**config.mk**
```make
export PLATFORM = sky130hd
export DESIGN_NAME = pmem_loader
export DESIGN_NICKNAME = d
export VERILOG_FILES = /design/src/rtl/pmem_loader.sv
export SDC_FILE = /design/constraint.sdc
export NUM_CORES = 1
export LEC_CHECK = 0
export ABC_AREA = 1
export BUFFER_PORTS_ARGS = -buffer_cell sky130_fd_sc_hd__buf_2
export CAP_MARGIN = 40
export CORE_UTILIZATION = 49
export DETAILED_ROUTE_END_ITERATION = 8
export PLACE_DENSITY = 0.79
export SKIP_LAST_GASP = 1
export SLEW_MARGIN = 5
export SYNTH_ARGS = -nofsm -noshare
export SYNTH_HDL_FRONTEND = slang
export SYNTH_SLANG_ARGS = --single-unit
```
**constraint.sdc**
```tcl
create_clock -name CLK -period 2.5 [get_ports CLK]
set_input_delay 0.25 -clock CLK [delete_from_list [all_inputs] [get_ports CLK]]
set_output_delay 0.25 -clock CLK [all_outputs]
set_load 0.02 [all_outputs]
```
**src/rtl/pmem_loader.sv**
```systemverilog
// pmem_loader: loads a serial byte image (count, words, checksum) into program memory while holding the CPU.
module pmem_loader #(
  parameter int AW = 9,
  parameter int MAX_WORDS = 512
) (
  input  logic          CLK,
  input  logic          RST,
  input  logic          start,
  input  logic [7:0]    in_data,
  input  logic          in_valid,
  output logic          in_ready,
  output logic [AW-1:0] wr_addr,
  output logic [15:0]   wr_data,
  output logic          wr_en,
  output logic          cpu_hold,
  output logic          done,
  output logic          error
);
  typedef enum logic [3:0] {IDLE, CNT_LO, CNT_HI, W_LO, W_HI, WRITE, CSUM, DONE, ERR} state_t;
  state_t state, next;
  logic [AW-1:0] addr;
  logic [7:0] sum, lo, hi, sum_next;
  logic [15:0] rem, n;
  logic acc, restart;
  // Outputs are gated by RST so the reset cycle itself already shows idle values and drops any pending write.
  always_comb begin
    in_ready = !RST && (state inside {CNT_LO, CNT_HI, W_LO, W_HI, CSUM});
    acc = in_ready && in_valid;
    restart = start && (state inside {IDLE, DONE, ERR});
    n = {in_data, rem[7:0]};
    sum_next = sum + in_data;
    wr_en = !RST && state == WRITE;
    wr_addr = RST ? '0 : addr;
    wr_data = wr_en ? {hi, lo} : 16'h0;
    done = !RST && state == DONE;
    error = !RST && state == ERR;
    cpu_hold = RST || state != DONE;
    next = state;
    case (state)
      IDLE, DONE, ERR: next = start ? CNT_LO : state;
      CNT_LO: next = acc ? CNT_HI : state;
      CNT_HI: next = !acc ? state : n > 16'(MAX_WORDS) ? ERR : n == 16'h0 ? CSUM : W_LO;
      W_LO: next = acc ? W_HI : state;
      W_HI: next = acc ? WRITE : state;
      WRITE: next = rem == 16'h1 ? CSUM : W_LO;
      CSUM: next = !acc ? state : sum_next == 8'h0 ? DONE : ERR;
      default: next = IDLE;
    endcase
  end
  always_ff @(posedge CLK) begin
    if (RST) begin
      state <= IDLE;
      addr <= '0;
      sum <= 8'h0;
      rem <= 16'h0;
      lo <= 8'h0;
      hi <= 8'h0;
    end else begin
      state <= next;
      if (restart) begin
        addr <= '0;
        sum <= 8'h0;
      end
      if (acc) sum <= sum_next;
      if (acc && state == CNT_LO) rem[7:0] <= in_data;
      if (acc && state == CNT_HI) rem[15:8] <= in_data;
      if (acc && state == W_LO) lo <= in_data;
      if (acc && state == W_HI) hi <= in_data;
      if (state == WRITE) begin
        addr <= addr + 1'b1;
        rem <= rem - 16'h1;
      end
    end
  end
endmodule

```
==> Word level (Yosys, flattened, before mapping) <==
Cells that the tools add are included.
{ "classes": {"reduce_logical": 23, "muxes": 20, "order_cmp": 1, "eq_ne": 16, "add_sub_neg": 3} }
{ "ops": {"columns": ["cell", "n"], "rows": [
  ["16-bit 2-to-1 mux", 2],
  ["4-bit 2-to-1 mux", 8],
  ["8-bit 2-to-1 mux", 4],
  ["4-bit one-hot mux with 7 select lines", 1],
  ["9-bit 2-to-1 mux", 3],
  ["16-bit by 1-bit == test with 1-bit output, second input constant", 1],
  ["4-bit by 3-bit == test with 1-bit output, second input constant", 4],
  ["16-bit by 10-bit > comparator with 1-bit output, second input constant", 1],
  ["16-bit logical NOT", 1],
  ["16-bit by 1-bit subtractor with 16-bit output, second input constant", 1],
  ["2-bit inequality test, second input constant", 6],
  ["1-bit logical AND", 10],
  ["9-bit by 1-bit adder with 9-bit output, second input constant", 1],
  ["8-bit adder", 1],
  ["4-bit by 2-bit == test with 1-bit output, second input constant", 2],
  ["8-bit logical NOT", 1],
  ["2-bit nonzero test", 4],
  ["3-bit 2-to-1 mux", 2],
  ["6-bit AND reduction", 1],
  ["5-bit nonzero test", 1],
  ["4-bit by 1-bit == test with 1-bit output, second input constant", 1],
  ["4-bit == test, second input constant", 1],
  ["4-bit logical NOT", 1],
  ["4-bit by 3-bit inequality test with 1-bit output, second input constant", 1],
  ["4 further kinds", 4]
]} }
{ "totals": {"register_bits": 53, "word_cells": 70, "in_bits": 12} }

==> Depth between registers and ports, before layout <==
{ "depth": {"depth_word": 7, "ltp_mapped": 14, "mapped_depth_nobuf": 14} }

==> Worst setup path before layout <==
Ideal clock, no wire load.
{ "synth_timing": {"kind": "register to output", "start": "reg state[2]", "end": "out wr_data[10]", "path_stages_with_launch": 10, "slack_ns": 0.614, "required_ns": 2.250, "arrival_time_ns": 1.636, "cell_sequence": "dfxtp_1 inv_2 nor2_2 inv_2 nor2_4 inv_2 nor2_2 inv_2 buf_2 nor2_1"} }
{ "synth_between": {"elab_chain_len": 3} }
{ "synth_lines": {"columns": ["item", "line_no", "source"], "rows": [
  ["start, declared", "20", "state_t state, next;"],
  ["start signal, assigned", "59", "state <= next;"],
  ["4-bit by 3-bit == test with 1-bit output", "32", "wr_en = !RST && state == WRITE;"],
  ["1-bit logical AND", "32", null],
  ["named net wr_en", "14", "output logic wr_en,"],
  ["16-bit 2-to-1 mux", "34", "wr_data = wr_en ? {hi, lo} : 16'h0;"],
  ["end, declared", "13", "output logic [15:0] wr_data,"]
]} }
The timed path passes the listed nets, and every way through them passes these cells.

==> Worst setup path after layout <==
{ "layout_timing": {"start": "reg state[0]", "end": "out wr_data[5]"} }
{ "layout_between": {"elab_chain_len": 3} }
{ "layout_lines": {"columns": ["item", "line_no"], "rows": [
  ["4-bit by 3-bit == test with 1-bit output", "32"],
  ["1-bit logical AND", "32"],
  ["16-bit 2-to-1 mux", "34"]
]} }
No other way between the ends.

==> run summary <==
outcome: complete, but fails checks
violated checks: design-rule violations
initial drt markers: 267
PwrDens: 592 mW/mm^2
Cell Chain, Critical Path: nand2_1 > nor2_4 > inv_2 > nor2_2 > inv_2 > nor2_1 > buf_2
CTS Hold Buffers Added: 0
Die Ht: 84.8 um
most frequent cells in the layout: nand2_1 (110), inv_1 (75), nor2_1 (73)
Worst-path clk slew: 0.09 ns
Netlist cell types: 35
I/O pin count: 42
CTS tree: built
critical path type: reg -> out
setup bufs post-CTS: 0
via/cell ratio: 5.38
number of clock sinks: 53
Layout Nets: 584
Crit. End Element: output pin
CTS root buf: clkbuf_8
CP max FO: 16
Avg WL per Cell: 13.1 um
Reg2Reg Setup Slack: 0.48 ns
Min-Delay Path Class: in -> reg
Slowest cell on crit path: dfxtp_1
Worst Setup Start Kind: register
post-synthesis sequential area ratio: 0.316
Gate Count Post-Synth: 525
Fmax achieved: 0.433 GHz
Max IR drop VDD: 0.000419 V
GRT Util Overall: 0.242
Core ar.: 0.00649 mm^2
Initial Util: 0.517
setup TNS: 0 ns
unrepaired setup endpoints after global routing: false
clock skew: 0.00631 ns
initial antenna violation count: 0
post-cts sizing count: 0
die width: 84.8 um
total wire length: 8350 um
Fin. Hold Viols: 0
drt pass-1 iters: 7
H-tree levels: 2
Tightest Pin Transition: 0.562 ns
Worst Path Arrival: 2.06 ns
Syn Nets: 548
Residual DRC: 7
die area: 0.00718 mm^2
syn_area_per_cell: 6.39 um^2
final core occ: 0.565
FP Rows: 29
Final Cycle Share: 0.925
share of post-route cells with drive strength above 1: 0.144
# fillers: 653
leading area contributor after synthesis: dfxtp_1
hpwl dp: 6360 um
Antenna diodes: 0
via count: 3440
Tmin final: 2.31 ns
area share of the largest cell type after synthesis: 0.316
top area cells in the synthesized netlist: dfxtp_1 (32%), nand2_1 (12%), inv_1 (8.4%)
Worst path most repeated cell: inv_2
port bufs: 41
# setup viols final: 0
Static Leak: 0.00177 uW
slowest cell delay on critical path: 0.55 ns
Final Max Tran Viols: 0
worst skew pair latency: 0.30 ns
Critical Path RT: 2.25 ns
gpl congestion: 0.905
Mapped Area: 0.00336 mm^2
Crit path max-delay family: simple AND/OR/NAND/NOR gates
GRT Residual Overflow: 0
Synth Register Bits: 53
Area Growth Syn to Fin: 9.43%
CTS buffer count: 5
vias in the first global route: 3135
Buf/Inv on CP: 3
Max Cap Violations: 0
first-pass GRT wire length: 14100 um
Final ANT Viol Nets: 0
yosys warns: 0
slew margin rel.: 0.623
largest net degree at the start of global routing: 23
most common cell after layout, fill and taps aside: nand2_1
CTS max path bufs: 2
==> path summary, 6_finish.rpt <==
kind	from	to	cells past startpoint
setup / recovery	state[0]	wr_data[5]	7
hold / removal	in_data[5]	hi[5]	3
setup reg to reg	state[0]	rem[1]	9
hold reg to reg	lo[1]	lo[1]	2
==> power breakdown <==
part	switching (uW)	leakage [uW]	internal, uW
Combinational	480	0.00129	236
Clock	271	0.0000542	251
Sequential	51.7	0.000427	885
==> Yosys cell counts <==
| cell type | number |
|---|---|
| a21oi_2 | 2 |
| buf_8 | 1 |
| nor2_1 | 73 |
| nor2_4 | 3 |
| nor2_2 | 2 |
| inv_2 | 5 |
| inv_4 | 1 |
| fa_1 | 1 |
| o21ai_0 | 24 |
| a22o_1 | 1 |
| nand3_1 | 41 |
| a2bb2oi_1 | 1 |
| or2_2 | 2 |
| a21boi_2 | 1 |
| buf_6 | 5 |
| a21oi_1 | 56 |
| o31ai_1 | 1 |
| nor3_1 | 8 |
| buf_2 | 3 |
| nor3_2 | 3 |
| nor4_1 | 2 |
| o21ai_2 | 2 |
| xnor2_1 | 2 |
| o21ai_1 | 13 |
| dfxtp_1 | 53 |
| nand4_1 | 3 |
| buf_4 | 1 |
| xor2_1 | 6 |
| nand2_1 | 110 |
| ha_1 | 10 |
| nand2_2 | 4 |
| inv_1 | 75 |
| a32oi_1 | 1 |
| nand2_4 | 3 |
| clkbuf_1 | 6 |
==> worst min-delay path: cells and delay by family <==
kind,cells,cell delay (ns)
compound gates,2,0.16
buf+inv,1,0.14
==> per-stage QoR <==
stage | cell area, um^2 | hold WS [ns] | setup WS [ns] | std cells | total power [uW]
5_1_grt | 3670 | 0.292 | 0.00272 | 639 | 2310
6_report | 3670 | 0.281 | 0.189 | 639 | 2170
3_3_place_gp | 3570 | 0.438 | 0.477 | 631 | 1640
2_1_floorplan | 3360 | 0.407 | 0.614 | 525 | 1520
3_5_place_dp | 3570 | 0.444 | 0.429 | 631 | 1660
4_1_cts | 3670 | 0.274 | 0.190 | 639 | 2180
==> state kept, by name, indices dropped and copies added (netlist names) <==
signal  count
addr        9
state       4
sum         8
rem        16
lo          8
hi          8
==> final cells by class <==
class	instances	area [um^2]	area share
clock buffer	7	96.3	0.0262
clock inverter	1	5.00	0.00136
timing repair buffer	45	235	0.0641
sequential	53	1060	0.289
tap	77	96.3	0.0262
multi-input combinational	375	1870	0.510
inverter	81	307	0.0835
==> routing by layer <==
layer  GRT usage  vias to the layer above  wire, um
met5           0                        -         0
met3      0.0433                       17       521
met2       0.423                      108      3900
met4      0.0647                        0       121
met1       0.306                     1569      3800
li1            -                     1746         -
==> cells by family (layout without fill, tap and decap cells) <==
group | count (synthesis) | after routing | share of synthesized area
AO/OA/AOI/OAI | 102 | 102 | 0.163
XOR/XNOR | 8 | 8 | 0.0209
adder cells (fa/ha/maj) | 11 | 11 | 0.0433
buffers and inverters | 97 | 134 | 0.126
flip-flops | 53 | 53 | 0.316
AND/OR/NAND/NOR | 254 | 254 | 0.331
No activity file was read; power rests on OpenSTA's default activity.
